<file path="config.mk">
export PLATFORM = sky130hd
export DESIGN_NAME = bcd_to_bin_flat
export DESIGN_NICKNAME = d
export VERILOG_FILES = /design/src/rtl/bcd_to_bin_if.sv /design/src/rtl/bcd_to_bin.sv /design/src/flat_wrapper.sv
export SDC_FILE = /design/constraint.sdc
export NUM_CORES = 1
export LEC_CHECK = 0
export CORE_AREA = 4 4 74 76
export DETAILED_ROUTE_END_ITERATION = 10
export DIE_AREA = 0 0 78 80
export PLACE_DENSITY = 0.72
export SLEW_MARGIN = 20
export SYNTH_ARGS = -nofsm -noshare
export SYNTH_HDL_FRONTEND = slang
export SYNTH_SLANG_ARGS = --single-unit
</file>
<file path="constraint.sdc">
create_clock -name clk -period 1.5 [get_ports clk]
set_input_delay 0.15 -clock clk [delete_from_list [all_inputs] [get_ports clk]]
set_output_delay 0.15 -clock clk [all_outputs]
set_load 0.03 [all_outputs]
</file>
<file path="src/rtl/bcd_to_bin_if.sv">
// Handshake bundle for the packed-BCD to binary converter.
// The requester (master) drives start/bcd and observes the result;
// the converter (slave) returns number/busy/done/error.
interface bcd_to_bin_if #(
    parameter int DIGITS = 3,
    parameter int WIDTH  = 10
);
    logic                  start;
    logic [4*DIGITS-1:0]   bcd;
    logic [WIDTH-1:0]      number;
    logic                  busy;
    logic                  done;
    logic                  error;

    modport master (
        output start,
        output bcd,
        input  number,
        input  busy,
        input  done,
        input  error
    );

    modport slave (
        input  start,
        input  bcd,
        output number,
        output busy,
        output done,
        output error
    );
endinterface

</file>
<file path="src/rtl/bcd_to_bin.sv">
// Sequential packed-BCD to binary converter (reverse double-dabble).
// One right shift of {digits, binary} per cycle; after each shift every
// BCD digit that reads >= 8 has 3 subtracted, which undoes the "x10"
// weighting as bits migrate from the decimal field into the binary field.
// Optional feature: define BCD2BIN_CHECK_EN to reject operands holding a
// digit > 9 (number=0, error=1, done one cycle after acceptance). Without
// it error is constant 0 and every operand takes 4*DIGITS shift cycles.
module bcd_to_bin #(
    parameter int DIGITS = 3,
    parameter int WIDTH  = 10
) (
    input  logic          clk,
    input  logic          reset_n,
    bcd_to_bin_if.slave   bus
);
    localparam int BITS  = 4 * DIGITS;
    localparam int CNT_W = $clog2(BITS + 1);

    typedef enum logic [1:0] {
        IDLE = 2'd0,
        CONV = 2'd1,
        DONE = 2'd2
    } state_t;

    state_t            state_q, state_d;
    logic [BITS-1:0]   digit_q, digit_d;
    logic [BITS-1:0]   bin_q, bin_d;
    logic [CNT_W-1:0]  cnt_q, cnt_d;
    logic [WIDTH-1:0]  number_q, number_d;
    logic              error_q, error_d;
    logic              badFlag_q, badFlag_d;

    logic [2*BITS-1:0] shifted;
    logic [BITS-1:0]   digitCorr;
    logic              badOperand;
    logic              finish;

`ifdef BCD2BIN_CHECK_EN
    // Flag an operand that contains any non-decimal digit
    always_comb begin
        badOperand = 1'b0;
        for (int i = 0; i < DIGITS; i++) begin
            if (bus.bcd[4*i +: 4] > 4'd9) begin
                badOperand = 1'b1;
            end
        end
    end
`else
    assign badOperand = 1'b0;
`endif

    // A rejected operand finishes after its single CONV cycle; otherwise on the last shift
    assign finish = badFlag_q || (cnt_q == CNT_W'(BITS - 1));

    // One shift step: move {D,B} right by one, then correct every digit of D that is >= 8
    always_comb begin
        shifted   = {digit_q, bin_q} >> 1;
        digitCorr = shifted[2*BITS-1:BITS];
        for (int i = 0; i < DIGITS; i++) begin
            if (shifted[BITS + 4*i + 3]) begin
                digitCorr[4*i +: 4] = shifted[BITS + 4*i +: 4] - 4'd3;
            end
        end
    end

    // Datapath next values: capture on accept, shift in CONV, publish result on completion
    always_comb begin
        digit_d   = digit_q;
        bin_d     = bin_q;
        cnt_d     = cnt_q;
        number_d  = number_q;
        error_d   = error_q;
        badFlag_d = badFlag_q;
        case (state_q)
            IDLE: begin
                if (bus.start) begin
                    digit_d   = bus.bcd;
                    bin_d     = '0;
                    cnt_d     = '0;
                    badFlag_d = badOperand;
                end
            end
            CONV: begin
                if (badFlag_q) begin
                    number_d  = '0;
                    error_d   = 1'b1;
                    badFlag_d = 1'b0;
                end else begin
                    digit_d = digitCorr;
                    bin_d   = shifted[BITS-1:0];
                    cnt_d   = cnt_q + CNT_W'(1);
                    if (finish) begin
                        number_d = WIDTH'(shifted[BITS-1:0]);
                        error_d  = 1'b0;
                    end
                end
            end
            default: ;
        endcase
    end

    // Datapath registers, cleared asynchronously so an aborted conversion leaves nothing behind
    always_ff @(posedge clk or negedge reset_n) begin
        if (!reset_n) begin
            digit_q   <= '0;
            bin_q     <= '0;
            cnt_q     <= '0;
            number_q  <= '0;
            error_q   <= 1'b0;
            badFlag_q <= 1'b0;
        end else begin
            digit_q   <= digit_d;
            bin_q     <= bin_d;
            cnt_q     <= cnt_d;
            number_q  <= number_d;
            error_q   <= error_d;
            badFlag_q <= badFlag_d;
        end
    end

    // FSM state register
    always_ff @(posedge clk or negedge reset_n) begin
        if (!reset_n) begin
            state_q <= IDLE;
        end else begin
            state_q <= state_d;
        end
    end

    // FSM next state: start only matters in IDLE, DONE always lasts one cycle
    always_comb begin
        state_d = state_q;
        case (state_q)
            IDLE:    if (bus.start) state_d = CONV;
            CONV:    if (finish)    state_d = DONE;
            DONE:    state_d = IDLE;
            default: state_d = IDLE;
        endcase
    end

    // FSM outputs: busy while converting, done for the single DONE cycle
    always_comb begin
        bus.busy = 1'b0;
        bus.done = 1'b0;
        case (state_q)
            CONV:    bus.busy = 1'b1;
            DONE:    bus.done = 1'b1;
            default: ;
        endcase
    end

    assign bus.number = number_q;
    assign bus.error  = error_q;

endmodule

</file>
<file path="src/flat_wrapper.sv">
// flat-port wrapper written by rule: the top's interface ports become plain ports
module bcd_to_bin_flat 
#(
    parameter int DIGITS = 3,
    parameter int WIDTH  = 10
)
  (clk, reset_n, bus_start, bus_bcd, bus_number, bus_busy, bus_done, bus_error);
  bcd_to_bin_if #(.DIGITS(DIGITS), .WIDTH(WIDTH)) bus_i ();
  input  logic clk;
  input  logic reset_n;
  input wire logic [$bits(bus_i.start)-1:0] bus_start;
  input wire logic [$bits(bus_i.bcd)-1:0] bus_bcd;
  output wire logic [$bits(bus_i.number)-1:0] bus_number;
  output wire logic [$bits(bus_i.busy)-1:0] bus_busy;
  output wire logic [$bits(bus_i.done)-1:0] bus_done;
  output wire logic [$bits(bus_i.error)-1:0] bus_error;
  assign bus_i.start = bus_start;
  assign bus_i.bcd = bus_bcd;
  assign bus_number = bus_i.number;
  assign bus_busy = bus_i.busy;
  assign bus_done = bus_i.done;
  assign bus_error = bus_i.error;
  bcd_to_bin #(.DIGITS(DIGITS), .WIDTH(WIDTH)) u_core (.clk(clk), .reset_n(reset_n), .bus(bus_i));
endmodule
</file>
==> impl_metrics.env <==
export IMPL_power_leakage_uw=0.00121
export IMPL_cts_inserted_buffers=5
export IMPL_ys_ff_latch=39
export IMPL_cts_max_level=2
export IMPL_diodes=0
export IMPL_power_per_cell_area_mw_per_mm2=2090
export IMPL_wl_per_cell_microns=14.1
export IMPL_ff2ff_setup_slack_ns=0.05
export IMPL_viasPerCell=5.01
export IMPL_tns_ns=0
export IMPL_clock_sinks=39
export IMPL_reg2reg_depth=5
export IMPL_period_minus_slack_ns=1.45
export IMPL_syn_area_sq_mm=0.00176
export IMPL_seq_area_sq_um=976
export IMPL_fin_util_pct=49.2
export IMPL_gp_congestion=0.763
export IMPL_coreArea_sq_mm=0.00472
export IMPL_placed_area_sq_mm=0.00217
export IMPL_grt_pass1_wl_microns=6160
export IMPL_drive_above_1_share_pct=21.2
export IMPL_via_count=1258
export IMPL_synthToLayoutAreaGrowth_pct=32.3
export IMPL_synth_ff_type="dfrtp_1"
export IMPL_numPortBuffers=26
export IMPL_firstDrtPassIters=4
export IMPL_io_pins=28
export IMPL_critical_path_cell_chain="clkdlybuf4s50_1"
export IMPL_irDropWorstVdd_mv=0.559
export IMPL_tritoncts="built"
export IMPL_highest_layer="met4"
export IMPL_std_cell_rows=25
export IMPL_critical_path_arrival_ns=1.30
export IMPL_critPathBufInv=1
export IMPL_cp_slowest_cell="clkdlybuf4s50_1"
export IMPL_fin_cells=251
export IMPL_antenna_found_initial=0
export IMPL_synth_edf_count=0
export IMPL_hold_ws_ns=0.442
export IMPL_wl_met3_microns=117
export IMPL_antenna_left=0
export IMPL_critPathKind="flip-flop to primary output"
export IMPL_reg2reg_to="u_core.bus.number[4]$_DFFE_PN0P_"
export IMPL_path_clk_slew_ns=0.08
export IMPL_synth_cell_types=38
export IMPL_nets=201
export IMPL_hp_class="primary input to async pin"
export IMPL_finalSetupViolCount=0
export IMPL_worst_ep_required_time_ns=1.35
export IMPL_syn_num_nets=163
export IMPL_finalMaxSlewViolations=0
export IMPL_start_kind="flip-flop"
export IMPL_gr_total_overflow=0
export IMPL_hpwl_microns=2450
export IMPL_dieArea_sq_mm=0.00624
export IMPL_clk_latency_ns=0.29
export IMPL_met2_length_microns=1660
export IMPL_clock_skew_ns=0.00653
export IMPL_multiInputGateArea_sq_um=712
export IMPL_ys_warnings_count=0
export IMPL_ys_seq_area_share_pct=55.5
export IMPL_avgSynthCellArea_sq_um=12.1
export IMPL_design_area_sq_mm=0.00233
export IMPL_wl_microns=3540
export IMPL_hold_violations=0
export IMPL_wirelength_met1_microns=1690
export IMPL_outcome="finished clean"
export IMPL_critPathMaxFanout=2
export IMPL_grt_max_degree=40
export IMPL_clockBufferDepth=2
export IMPL_fp_dieW_microns=78
export IMPL_initial_utilization_pct=37.2
export IMPL_rsz0062_at_grt="false"
export IMPL_r2r_start="u_core.cnt_q[1]$_DFFE_PN0P_"
export IMPL_drc=0
export IMPL_dp_cells=242
export IMPL_post_cts_setup_buffers=0
export IMPL_fill_cells=420
export IMPL_clockRootBuffer="clkbuf_8"
export IMPL_die_y_microns=80
export IMPL_grt_pass1_vias=1298
export IMPL_crit_family="buffers and inverters"
export IMPL_fmax_mhz=687
export IMPL_synth_async_reset_ratio_pct=100
export IMPL_period_share_pct=97.0
export IMPL_critical_path_startpoint="u_core.bus.number[7]$_DFFE_PN0P_"
export IMPL_end_kind="primary output"
export IMPL_syn_inst=145
export IMPL_cp_num_cells=1
export IMPL_drt_iter0_drc=105
export IMPL_grt_use_total_pct=12.6
export IMPL_max_stage_delay_ns=0.67
export IMPL_cp_endpoint="bus_number[7]"
export IMPL_max_cap_viol_count=0
-- flip-flops by register name, indices dropped and copies added (netlist names) --
| name | flops |
|---|---|
| u_core.bin_q | 11 |
| u_core.bus.number | 10 |
| u_core.cnt_q | 4 |
| u_core.digit_q | 12 |
| u_core.state_q | 2 |
-- cell usage in the layout, fill, tap and decap left out, types with 2 or more instances in the layout --
cell type | Yosys | routed
xnor2_1 | 2 | 2
buf_12 | 0 | 3
clkdlybuf4s50_1 | 0 | 14
o21ai_0 | 9 | 9
dlymetal6s2s_1 | 0 | 8
clkbuf_8 | 0 | 5
o22a_1 | 2 | 2
dfrtp_1 | 39 | 39
nand2_1 | 10 | 10
a31oi_1 | 4 | 4
a21oi_1 | 5 | 5
nor2_1 | 4 | 4
mux2i_1 | 2 | 2
ha_1 | 3 | 3
buf_4 | 1 | 11
mux2_4 | 9 | 9
a22o_1 | 13 | 13
o22ai_1 | 2 | 2
inv_1 | 4 | 4
xor2_1 | 2 | 2
a22oi_1 | 2 | 2
nor2b_1 | 6 | 5
clkinv_2 | 1 | 2
a2bb2oi_1 | 2 | 2
-- cell families after synthesis --
kind of cell | share of synthesized area, %
AO/OA/AOI/OAI | 19.0
AND/OR/NAND/NOR | 7.55
flip-flops | 55.5
other | 0.213
XOR/XNOR | 1.99
multiplexers | 9.47
buffers and inverters | 4.13
adder cells (fa/ha/maj) | 2.14
-- metal layers --
metal / vias up / GRT usage [%]
li1: 598 / -
met5: - / 0
met1: 628 / 15.4
met3: 5 / 2.93
met2: 27 / 21.1
met4: 0 / 5.77
-- final cells by class --
class,instances,area share [%]
inverter,5,0.861
sequential,39,42.0
clock buffer,5,2.96
timing repair buffer,40,18.1
clock inverter,3,1.88
multi-input combinational,92,30.6
tap,67,3.60
-- synthesized netlist by cell type, drive strengths merged (3+ instances only) --
library cell  instances  area share [%]
o21ai                 9             2.6
buf                   8             2.8
a31oi                 4             1.4
nor2                  4            0.85
inv                   4            0.85
a22o                 13             6.5
ha                    3             2.1
mux2                 10             8.3
nor2b                 6             2.1
nand2                10             2.1
dfrtp                39              56
a21oi                 5             1.4
-- power by group --
part / switching [uW] / total [uW] / leakage (uW) / internal (uW)
clock network: 377 / 872 / 0.0000581 / 495
logic: 987 / 2130 / 0.000651 / 1140
registers: 362 / 1870 / 0.000498 / 1500
-- tightest hold or removal path: stages --
cell and delay, ns:
dlygate4sd3_1 0.52, buf_2 0.09, buf_4 0.41
-- metrics by stage --
stage	power, uW	setup slack, ns
2_1_floorplan	3250	0.0771
3_3_place_gp	3970	0.0626
3_5_place_dp	4020	0.0317
4_1_cts	4910	0.00452
5_1_grt	5230	0.00156
6_report	4870	0.0454
-- how the worst min path moves through the flow --
stage	start	endpoint	slack, ns
4_1_cts	reset_n	u_core.digit_q[2]$_DFFE_PN0P_	0.45
6_report	reset_n	u_core.bus.number[1]$_DFFE_PN0P_	0.44
3_3_place_gp	reset_n	u_core.bus.number[0]$_DFFE_PN0P_	0.23
3_5_place_dp	reset_n	u_core.bus.number[1]$_DFFE_PN0P_	0.23
5_1_grt	reset_n	u_core.digit_q[2]$_DFFE_PN0P_	0.49
2_1_floorplan	reset_n	u_core.bin_q[10]$_DFFE_PN0P_	-0.15
-- repair_timing --
| item | in CTS | in global routing |
|---|---|---|
| endpoints found under the hold margin | 39 | 0 |
| hold buffers | 1 | 0 |
| endpoints found under the setup margin | 1 | 19 |
| resized for setup | 1 | 11 |
(Power assumes the default switching activity.)
